[src/rtl/types_pkg.sv]
// Shared types for the dispatch stage: renamed instruction, RS payload,
// ROB allocation payload and the reservation-station target encoding.
package types_pkg;

  localparam int PREG_COUNT = 128;
  localparam int PREG_W     = 7;
  localparam int ROB_TAG_W  = 4;
  localparam int PC_W       = 32;

  // Physical register 0 is the hardwired-zero register: never busy.
  localparam logic [PREG_W-1:0] PREG_ZERO = '0;

  typedef enum logic [1:0] {
    RS_NONE = 2'd0,
    RS_ALU  = 2'd1,
    RS_BR   = 2'd2,
    RS_MEM  = 2'd3
  } rs_sel_e;

  typedef struct packed {
    logic [PC_W-1:0]      pc;
    logic [ROB_TAG_W-1:0] rob_tag;
    logic                 fu_alu;
    logic                 fu_br;
    logic                 fu_mem;
    logic [PREG_W-1:0]    ps1;
    logic [PREG_W-1:0]    ps2;
    logic [PREG_W-1:0]    pd_new;
    logic [PREG_W-1:0]    pd_old;
  } rename_data;

  typedef struct packed {
    rename_data inst;
    logic       ps1_rdy;
    logic       ps2_rdy;
  } dispatch_data;

  typedef struct packed {
    logic [PC_W-1:0]      pc;
    logic [ROB_TAG_W-1:0] rob_tag;
    logic [PREG_W-1:0]    pd_new;
    logic [PREG_W-1:0]    pd_old;
  } rob_alloc_data;

  // fu_* is one-hot; an instruction with no fu bit set goes to the ALU.
  function automatic rs_sel_e rs_target(input rename_data d);
    if (d.fu_alu)      return RS_ALU;
    else if (d.fu_br)  return RS_BR;
    else if (d.fu_mem) return RS_MEM;
    else               return RS_ALU;
  endfunction

endpackage

[src/rtl/busy_table.sv]
// Physical-register busy table. One set port (allocation), one clear port
// (writeback), two combinational read ports that see a same-cycle writeback.
module busy_table
  import types_pkg::*;
(
  input  logic              clk,
  input  logic              reset,
  input  logic              set_en,
  input  logic [PREG_W-1:0] set_pd,
  input  logic              clr_en,
  input  logic [PREG_W-1:0] clr_pd,
  input  logic [PREG_W-1:0] rd1_pd,
  output logic              rd1_rdy,
  input  logic [PREG_W-1:0] rd2_pd,
  output logic              rd2_rdy
);

  logic [PREG_COUNT-1:0] busy_q;

  // Clear then set: the later non-blocking write wins, so set beats clear
  // on the same index. Register 0 is never written and stays ready.
  always_ff @(posedge clk or negedge reset) begin
    if (!reset) begin
      busy_q <= '0;
    end else begin
      if (clr_en && (clr_pd != PREG_ZERO)) busy_q[clr_pd] <= 1'b0;
      if (set_en && (set_pd != PREG_ZERO)) busy_q[set_pd] <= 1'b1;
    end
  end

  assign rd1_rdy = (rd1_pd == PREG_ZERO) || !busy_q[rd1_pd] ||
                   (clr_en && (clr_pd == rd1_pd));
  assign rd2_rdy = (rd2_pd == PREG_ZERO) || !busy_q[rd2_pd] ||
                   (clr_en && (clr_pd == rd2_pd));

endmodule

[src/rtl/dispatch.sv]
// Dispatch stage: one-entry holding register between rename and the ROB /
// reservation stations, with operand ready bits from a busy table and
// writeback snooping while the instruction waits.
//
// Handshake: a transfer happens on a cycle where valid and ready are both
// high at the clock edge. A producer holds valid and payload stable until
// the transfer; ready never depends combinationally on the matching valid.
// The ROB and the selected RS always transfer together (fire), never alone.
module dispatch
  import types_pkg::*;
(
  input  logic              clk,
  input  logic              reset,
  input  logic              valid_in,
  input  rename_data        data_in,
  output logic              ready_in,
  input  logic              wb_valid,
  input  logic [PREG_W-1:0] wb_pd,
  input  logic              mispredict,
  output logic              rob_valid,
  input  logic              rob_ready,
  output rob_alloc_data     rob_data,
  output logic              alu_valid,
  input  logic              alu_ready,
  output logic              br_valid,
  input  logic              br_ready,
  output logic              mem_valid,
  input  logic              mem_ready,
  output dispatch_data      rs_data
);

  dispatch_data held_q;
  logic         valid_h;
  rs_sel_e      tgt;
  logic         sel_ready;
  logic         fire;
  logic         accept;
  logic         ps1_rdy_in;
  logic         ps2_rdy_in;

  assign tgt = rs_target(held_q.inst);

  // Ready of the reservation station this entry is headed for.
  always_comb begin
    sel_ready = alu_ready;
    case (tgt)
      RS_BR:   sel_ready = br_ready;
      RS_MEM:  sel_ready = mem_ready;
      default: sel_ready = alu_ready;
    endcase
  end

  assign fire     = valid_h && rob_ready && sel_ready;
  assign ready_in = (!valid_h || fire) && !mispredict;
  assign accept   = valid_in && ready_in;

  // Each side only asserts valid when the other side can also take it.
  assign rob_valid = valid_h && sel_ready;
  assign alu_valid = valid_h && (tgt == RS_ALU) && rob_ready;
  assign br_valid  = valid_h && (tgt == RS_BR)  && rob_ready;
  assign mem_valid = valid_h && (tgt == RS_MEM) && rob_ready;

  assign rs_data = held_q;

  // ROB allocation payload is a view of the held instruction.
  always_comb begin
    rob_data         = '0;
    rob_data.pc      = held_q.inst.pc;
    rob_data.rob_tag = held_q.inst.rob_tag;
    rob_data.pd_new  = held_q.inst.pd_new;
    rob_data.pd_old  = held_q.inst.pd_old;
  end

  busy_table u_busy (
    .clk     (clk),
    .reset   (reset),
    .set_en  (accept),
    .set_pd  (data_in.pd_new),
    .clr_en  (wb_valid),
    .clr_pd  (wb_pd),
    .rd1_pd  (data_in.ps1),
    .rd1_rdy (ps1_rdy_in),
    .rd2_pd  (data_in.ps2),
    .rd2_rdy (ps2_rdy_in)
  );

  // Holding register: load on accept, drop on fire or flush, snoop writeback
  // into the sticky ready bits while the entry waits.
  always_ff @(posedge clk or negedge reset) begin
    if (!reset) begin
      held_q  <= '0;
      valid_h <= 1'b0;
    end else if (accept) begin
      held_q.inst    <= data_in;
      held_q.ps1_rdy <= ps1_rdy_in;
      held_q.ps2_rdy <= ps2_rdy_in;
      valid_h        <= 1'b1;
    end else begin
      if (fire || mispredict) valid_h <= 1'b0;
      if (valid_h && wb_valid) begin
        if (wb_pd == held_q.inst.ps1) held_q.ps1_rdy <= 1'b1;
        if (wb_pd == held_q.inst.ps2) held_q.ps2_rdy <= 1'b1;
      end
    end
  end

endmodule

[config.mk]
export PLATFORM = sky130hd
export DESIGN_NAME = dispatch
export DESIGN_NICKNAME = d
export VERILOG_FILES = /design/src/rtl/types_pkg.sv /design/src/rtl/busy_table.sv /design/src/rtl/dispatch.sv
export SDC_FILE = /design/constraint.sdc
export NUM_CORES = 1
export LEC_CHECK = 0
export ABC_AREA = 1
export ABC_CLOCK_PERIOD_IN_PS = 1660
export BUFFER_PORTS_ARGS = -buffer_cell sky130_fd_sc_hd__buf_2
export CAP_MARGIN = 40
export CELL_PAD_IN_SITES_DETAIL_PLACEMENT = 0
export CELL_PAD_IN_SITES_GLOBAL_PLACEMENT = 1
export CORE_MARGIN = 4
export CORE_UTILIZATION = 36
export CTS_CLUSTER_DIAMETER = 120
export DETAILED_ROUTE_END_ITERATION = 8
export PLACE_DENSITY_LB_ADDON = 0.15
export SETUP_SLACK_MARGIN = 0.15
export SLEW_MARGIN = 15
export SYNTH_ARGS = -nofsm -noshare
export SYNTH_HDL_FRONTEND = slang
export SYNTH_SLANG_ARGS = --single-unit
[constraint.sdc]
create_clock -name clk -period 1.66 [get_ports clk]
set_clock_uncertainty 0.2 [all_clocks]
set_input_delay 0.332 -clock clk [delete_from_list [all_inputs] [get_ports clk]]
set_output_delay 0.332 -clock clk [all_outputs]
set_load 0.1 [all_outputs]
Word level (Yosys, flattened, before mapping) --
Index checks and enable logic that the tools add are counted.
Word-level totals: flip-flop bits (word level) 198, output and inout port bits 124
Cells by class: magnitude comparators 6, muxes and demuxes 20, eq/ne operators 7, bitwise gates (word level) 3, reductions and logical operators 38
Operator list (number):
- $mux 128 | 2
- $and 128x128->128 | 1
- $not 128->128 | 1
- $or 128x128->128 | 1
- $lt 7x8->1 const B | 4
- $eq 7x7->1 | 4
- $logic_and 1x1->1 | 18
- $bmux 1 s7 | 2
- $demux 1 s7 | 2
- $ge 7x1->1 const B | 2
- $logic_not 7->1 | 2
- $reduce_bool 7->1 | 2
- $mux 2 | 5
- $mux 1 | 8
- $reduce_bool 2->1 | 4
- $logic_or 1x1->1 | 6
- $eq 2x2->1 const B | 2
- $logic_not 1->1 | 4
- $reduce_and 2->1 | 2
- $eq 2x1->1 const B | 1
- $pmux 1 s2 | 1

Logic depth before layout (Yosys ltp) --
Gate-level depths: netlist of run 1.
depth in word-level cells 11, depth in mapped cells 16

Cells and area by module --
A second synthesis of run 1 with hierarchy kept.
Unflattened totals: cells, all modules 1612, area, all modules 11703.7 µm²
By module, submodules not included:
- busy_table | cells each 1180, area an instance 8145.3 µm², times used 1, sequential area each 3203.1 µm²
- dispatch | cells each 432, area an instance 3558.4 µm², times used 1, sequential area each 1751.7 µm²

Least setup slack after synthesis of run 1 --
No wires, ideal clock.
kind register to output, from register held_q, in the netlist rs_data[32], to output mem_valid, buffers on the path 0, setup slack -2336 ps, stages on the path, launching flop included 4, data required time 1128 ps, arrival 3464 ps, cells stage by stage dfrtp_1 inv_1 nand2_1 nor3b_1
Between the ends: longest elaborated chain between the ends 4
Ends and longest elaborated chain:
- from (decl) | RTL line dispatch.sv:32 | dispatch_data held_q;
- $mux 2 | RTL line types_pkg.sv:47 | if (d.fu_alu) return RS_ALU;
- $eq 2x2->1 | RTL line dispatch.sv:61 | assign mem_valid = valid_h && (tgt == RS_MEM) && rob_ready;
- $logic_and 1x1->1 (2 in series) | RTL line dispatch.sv:61
- to (decl) | RTL line dispatch.sv:27 | output logic mem_valid,
Every way passes these cells.

Worst setup path in the final report of run 1 --
from register held_q, in the netlist rs_data[32], to output ready_in
Between the ends: longest elaborated chain between the ends 6, elaborated cells between the ends (all ways) 7
Ends and longest elaborated chain:
- $mux 2 (*) | RTL line types_pkg.sv:47
- $eq 2x2->1 | RTL line dispatch.sv:46 | case (tgt)
- $pmux 1 s2 (*) | RTL line dispatch.sv:46
- $logic_and 1x1->1 (*) | RTL line dispatch.sv:53 | assign fire = valid_h && rob_ready && sel_ready;
- $logic_or 1x1->1 (*) | RTL line dispatch.sv:54 | assign ready_in = (!valid_h || fire) && !mispredict;
- $logic_and 1x1->1 (*) | RTL line dispatch.sv:54
- to (decl) | RTL line dispatch.sv:16 | output logic ready_in,
Mark *: on every way between the ends. The rest lies on a longest branch, timed or not.

==> results of run 1 <==
flip-flops by register name (all words and copies together) (netlist names):
name,cells
valid_h,1
rs_data,19
rob_data,50
u_busy.busy_q,128
how the worst max path moves through the flow:
stage,endpoint,slack (ns),cells after the start
final,ready_in,-0.65,9
after global routing,rob_data[32],-0.73,15
after CTS,ready_in,-0.57,8
after detailed placement,rs_data[1],-0.55,11
after global placement,rs_data[1],-0.51,13
after floorplan,mem_valid,-0.53,3
cells in the mapped netlist, drive strengths merged:
library cell and number:
nand3 107, clkinv 2, or2 1, nand2 488, clkbuf 25, o21ai 309
and3 1, xnor2 2, o2111ai 3, o22ai 10, nor4 2, nand3b 1
a21boi 1, nor3b 1, a41oi 1, a21oi 35, nor2 129, and2 1
dfrtp 198, o211ai 30, xor2 5, buf 108, a221oi 1, nand4 4
nor3 18, inv 165
layout make-up:
cell class | instances | area [µm²]
Timing Repair Buffer | 520 | 6670
Fill cell | 2612 | 11600
Clock inverter | 11 | 194
Sequential cell | 198 | 5100
Clock buffer | 21 | 450
Tap cell | 402 | 503
Inverter | 167 | 637
Multi-Input combinational cell | 1150 | 6390
where the power goes:
part	switching, mW	internal (mW)
sequential	0.708	5.43
clock	1.94	2.73
combinational	6.04	3.63
total	8.69	11.8
metal layers:
layer,track usage,wire length (µm),share of wire
met1,0.397,21900,0.41
met5,0,0,0
met2,0.497,25400,0.47
met3,0.0520,4550,0.085
met4,0.115,1920,0.036
timing repair:
action | 4_1_cts | 5_1_grt
resized for setup | 583 | 108
hold endpoints to repair | 83 | 0
endpoints found under the setup margin | 320 | 321
hold buffers | 53 | 0
pin swaps | 32 | 17
buffers inserted | 45 | 17
gates cloned | 19 | 0
worst max-delay path: stages (launching register included):
cell	delay, ns
dfrtp_4	0.50
inv_6	0.08
nand2_4	0.06
o21ai_2	0.17
inv_1	0.08
nand4_1	0.08
nand2_1	0.08
inv_2	0.08
nor2_4	0.04
buf_12	0.15
layout by cell type, fill, tap and decap left out, types with 6 or more instances in the layout:
master / instances
a21oi_1: 33
buf_12: 183
buf_16: 21
buf_2: 81
buf_4: 153
buf_6: 25
clkbuf_16: 17
dfrtp_1: 142
dfrtp_2: 25
dfrtp_4: 31
dlygate4sd3_1: 53
inv_1: 157
inv_2: 6
nand2_1: 382
nand2_2: 74
nand2_4: 14
nand2_8: 18
nand3_1: 103
nor2_1: 123
nor2_4: 6
nor3_1: 18
o211ai_1: 30
o21ai_0: 162
o21ai_1: 13
o21ai_2: 131
o22ai_1: 6
per-stage QoR:
stage / worst slack [ns] / setup TNS, ns / util / total power [mW]
after floorplan: -0.531 / -78.24 / - / 11.2
after global placement: -0.514 / -76.90 / 0.497 / 14.1
after detailed placement: -0.554 / -78.35 / 0.497 / 14.1
after CTS: -0.574 / -87.01 / 0.615 / 20.2
after global routing: -0.732 / -129.76 / 0.632 / 21.2
final: -0.648 / -110.17 / 0.632 / 20.5
cells by family after synthesis:
group | after synthesis
flops | 198
xor+xnor | 7
buf+inv | 300
simple gates | 753
compound gates | 390
==> impl_metrics.csv, run 1 <==
group,metric,value,unit
logic_synthesis,synth_cell_types,33,
logic_synthesis,yosys-top-cells-area,"dfrtp_1, nand2_1, o21ai_0",
logic_synthesis,yosys_warnings,0,
sta,fin_ws,-0.648,ns
global_route,grt_max_degree,43,
place,placedInstanceArea,15700,µm²
sta,worstMarginPinSlew,0.607,ns
sta,slew_headroom,0.594,
setup_path,crit_fanout,4,
logic_synthesis,synthAdderAreaFrac,0,
logic_synthesis,yosys.area_share.simple,0.263,
drt,drt_iter0_markers,1097,
sta,finalCriticalPeriod,2.31,ns
drt,routed_wl,53.8,mm
global_route,grt_pass1_wl,81.6,mm
floorplan,coreArea,31600,µm²
cells_and_area,postLayoutCellArea,19900,µm²
clock_network,clock_latency,0.45,ns
logic_synthesis,synth_top_family_by_area,"simple AND/OR/NAND/NOR gates",
global_route,grt_pass1_vias,13500,
sta,holdWs,0.0139,ns
cells_and_area,antenna_cells,0,
drt,drc,0,
clock_network,cts_tree,"built",
sta,final-hold-violation-count,0,
setup_path,timing.rr.end,"rob_data[32]",
power_and_ir_drop,p_leak,9.33,nW
cells_and_area,drive_gt1_frac,0.397,
setup_path,cp.required,1.13,ns
place,portBuffers,206,
setup_path,critPathCaptureType,"output pin",
clock_network,cts-root-buf,"clkbuf_16",
setup_path,setup.worst_path.start,"rs_data[32]",
drt,ant_nets,0,
sta,rsz0062_at_grt,"true",
drt,via_count,13300,
global_route,grtUsageTotal,0.301,
clock_network,cts_max_path_buffers,2,
drt,wl_per_cell,21.8,µm
logic_synthesis,synthXorXnorAreaFrac,0.00533,
logic_synthesis,synth_nets,1731,
sta,period_share,1.39,
flow_run,drv_cap,0,
logic_synthesis,synth_top_cell_by_area,"dfrtp_1",
sta,setup_viol,263,
clock_network,h-tree-depth,4,
logic_synthesis,synth.cell_area,11500,µm²
drt,viasPerCell,5.39,
power_and_ir_drop,power.density,1030,nW/µm²
logic_synthesis,synth_top_area_frac,0.431,
setup_path,r2r_cells,15,
logic_synthesis,synthMuxAreaShare,0,
global_route,grt_overflow,0,
floorplan,ios,207,
floorplan,die_y,187,µm
cells_and_area,nNetsFinal,2137,
clock_network,cts_sinks,198,
global_route,antenna_found_initial,0,
setup_path,arrival,1.78,ns
sta,drv_slew,0,
place,gp_congestion,0.931,
logic_synthesis,avgSynthCellArea,6.98,µm²
sta,max_freq,433,MHz
cells_and_area,instances_no_fill,2469,
cells_and_area,syn2layout_area_growth,73.3,%
clock_network,cts_buffers,17,
floorplan,row_count,65,
outcome,status,"complete, but fails checks",
outcome,violations,"negative setup slack",
worst_hold_path,holdCritStartpoint,"data_in[20]",
logic_synthesis,syn_inst,1648,
worst_hold_path,hold_path.class,"primary input to flip-flop",
place,hpwlAfterDp,35.2,mm
logic_synthesis,yosys_register_bits,198,
clock_network,clk_pin_slew,0.08,ns
floorplan,dieArea,34900,µm²
logic_synthesis,synth-compound-area-share,0.180,
floorplan,die_w,187,µm
logic_synthesis,yosysSeqAreaShare,0.431,
setup_path,cp-start-kind,"flip-flop",
place,dp.cells,2303,
setup_path,r2r_start,"rs_data[32]",
power_and_ir_drop,irDropWorstVdd,1000,µV
drt,drt_pass1_iterations,5,
setup_path,r2r_slack,-0.64,ns
setup_path,worstSetupPathType,"flip-flop to output pin",
worst_hold_path,whs_path_depth,5,
floorplan,start_util,0.365,
worst_hold_path,hold_end,"rs_data[0]",
(Power assumes the default switching activity.)
==> run 2, diff against run 1 <==
--- a/config.mk
+++ b/config.mk
@@ -15,7 +15,7 @@
 export CORE_UTILIZATION = 36
 export CTS_CLUSTER_DIAMETER = 120
 export DETAILED_ROUTE_END_ITERATION = 8
-export PLACE_DENSITY_LB_ADDON = 0.15
+export PLACE_DENSITY = 0.75
 export SETUP_SLACK_MARGIN = 0.15
 export SLEW_MARGIN = 15
 export SYNTH_ARGS = -nofsm -noshare
==> impl_metrics.csv, run 2 (synthesized netlist as in run 1, its figures left out) <==
group,metric,value,unit
sta,fin_ws,-0.622,ns
drt,wl_per_cell,23.0,µm
cells_and_area,postLayoutCellArea,19900,µm²
setup_path,arrival,2.43,ns
cells_and_area,fillers,2526,
cells_and_area,final_common_cell,"nand2_1",
drt,wl_met1,22.5,mm
cells_and_area,multi_input_area,6630,µm²
clock_network,cts-root-buf,"clkbuf_16",
setup_path,cp_common_cell,"nand2_2",
sta,rsz0062_at_grt,"true",
global_route,grt_pass1_wl,83.1,mm
setup_path,cp-start-kind,"flip-flop",
worst_hold_path,hold_path.class,"primary input to flip-flop",
setup_path,r2r_start,"rs_data[32]",
floorplan,ios,207,
place,portBuffers,206,
setup_path,cp_cell_sequence,"inv_6 > nand2_4 > o21ai_2 > inv_2 > nand4_1 > nand2_2 > nand3b_1 > buf_6 > buf_6 > inv_12 > buf_12 > buf_12 > buf_16 > nand2_2 > nand2_2",
sta,setup_viol,269,
place,hpwlAfterDp,35.2,mm
sta,holdWs,0.0556,ns
floorplan,coreArea,31600,µm²
drt,drt_pass1_iterations,5,
clock_network,clock_latency,0.46,ns
drt,ant_nets,0,
sta,finalCriticalPeriod,2.28,ns
setup_path,slowest_delay,0.50,ns
floorplan,row_count,65,
cells_and_area,nNetsFinal,2144,
drt,drt_iter0_markers,1295,
setup_path,cp.required,1.81,ns
cells_and_area,most-common-layout-cells,"nand2_1, buf_4, buf_12",
global_route,grt_pass1_vias,13600,
cells_and_area,top_register,"u_busy.busy_q",
setup_path,r2r_slack,-0.62,ns
cells_and_area,antenna_cells,0,
sta,slew_headroom,0.612,
place,gp_congestion,0.925,
sta,worstMarginPinSlew,0.579,ns
worst_hold_path,whs_path_depth,3,
drt,drc,0,
drt,topRoutingLayerUsed,"met4",
flow_run,drv_cap,0,
setup_path,timing.rr.end,"rob_data[0]",
drt,via_count,13600,
clock_network,cts_tree,"built",
power_and_ir_drop,irDropWorstVdd,895,µV
place,placedInstanceArea,15400,µm²
sta,drv_slew,0,
drt,wl_met3,4.78,mm
floorplan,start_util,0.365,
outcome,violations,"negative setup slack",
global_route,antenna_found_initial,0,
setup_path,slowest_stage,"dfrtp_4",
floorplan,die_w,187,µm
floorplan,dieArea,34900,µm²
power_and_ir_drop,power.density,1030,nW/µm²
global_route,grtUsageTotal,0.306,
clock_network,h-tree-depth,4,
setup_path,critPathCaptureType,"flip-flop",
drt,viasPerCell,5.48,
sta,period_share,1.37,
global_route,grt_overflow,0,
power_and_ir_drop,p_leak,9.36,nW
setup_path,worstSetupPathType,"flip-flop to flip-flop",
setup_path,r2r_cells,15,
cells_and_area,syn2layout_area_growth,73.2,%
drt,routed_wl,57.0,mm
sta,final-hold-violation-count,0,
clock_network,cts_max_path_buffers,2,
worst_hold_path,holdCritStartpoint,"data_in[20]",
floorplan,die_y,187,µm
worst_hold_path,hold_end,"rs_data[22]",
cells_and_area,drive_gt1_frac,0.421,
cells_and_area,largest_reg_flops,128,
clock_network,cts_buffers,17,
sta,max_freq,438,MHz
drt,wl_met2,27.2,mm
outcome,status,"complete, but fails checks",
global_route,grt_max_degree,45,
setup_path,crit_fanout,7,
clock_network,clk_pin_slew,0.08,ns
clock_network,cts_sinks,198,
cells_and_area,register_area,5100,µm²
place,dpl_worst_slack,-0.531,ns
-- run 2: cell types whose count changed in the layout (fill, tap and decap cells not counted), sizes merged --
cell / change
buf: +5
bufinv: -4
clkinv: +2
clkinvlp: +2
inv: +1
-- run 2: critical path, delay by kind of cell, from the launching register on --
family          cells  cell delay [ns]
buf+inv             8             0.86
compound gates      1             0.12
flops               1             0.50
simple gates        6             0.49
-- run 2: per-layer routing --
layer,vias up,GRT usage
met3,126,0.0597
met4,0,0.114
li1,6142,-
met5,-,0
met1,6581,0.400
met2,714,0.507
-- run 2: what timing repair did --
action / CTS / global route
hold buffers: 53 / 0
hold endpoints to repair: 249 / 0
buffers inserted: 43 / 39
gates resized for setup: 596 / 194
pin swaps: 60 / 38
cloned: 14 / 2
setup endpoints to repair: 321 / 321
-- run 2: per-stage QoR --
step / power [mW] / util / setup TNS, ns / std cells
2_1_floorplan: 11.2 / - / -78.24 / 1648
3_3_place_gp: 14.0 / 0.489 / -61.69 / 2293
3_5_place_dp: 14.1 / 0.489 / -79.52 / 2293
4_1_cts: 19.6 / 0.597 / -94.76 / 2434
5_1_grt: 21.0 / 0.632 / -127.83 / 2475
6_report: 20.4 / 0.632 / -105.65 / 2475
-- run 2: worst max path at each step --
stage | from | to | slack (ns) | cells past startpoint
2_1_floorplan | rs_data[32] | mem_valid | -0.53 | 3
3_3_place_gp | data_in[21] | rs_data[1] | -0.44 | 12
3_5_place_dp | rs_data[32] | u_busy.busy_q[102] | -0.53 | 11
4_1_cts | rs_data[32] | ready_in | -0.60 | 8
5_1_grt | rs_data[32] | rob_data[14] | -0.74 | 15
6_report | rs_data[32] | rob_data[0] | -0.62 | 15
-- run 2: area by class of cell --
| type | count | share of cell area |
|---|---|---|
| Clock inverter | 12 | 0.00609 |
| Multi-Input combinational cell | 1150 | 0.333 |
| Tap cell | 402 | 0.0252 |
| Clock buffer | 19 | 0.0222 |
| Timing Repair Buffer | 527 | 0.325 |
| Sequential cell | 198 | 0.256 |
| Inverter | 167 | 0.0325 |
-- run 2: where the power goes --
group	switching [mW]	internal, mW	total (mW)
Combinational	6.29	3.77	10.1
Clock	2.04	2.13	4.17
Sequential	0.764	5.43	6.20
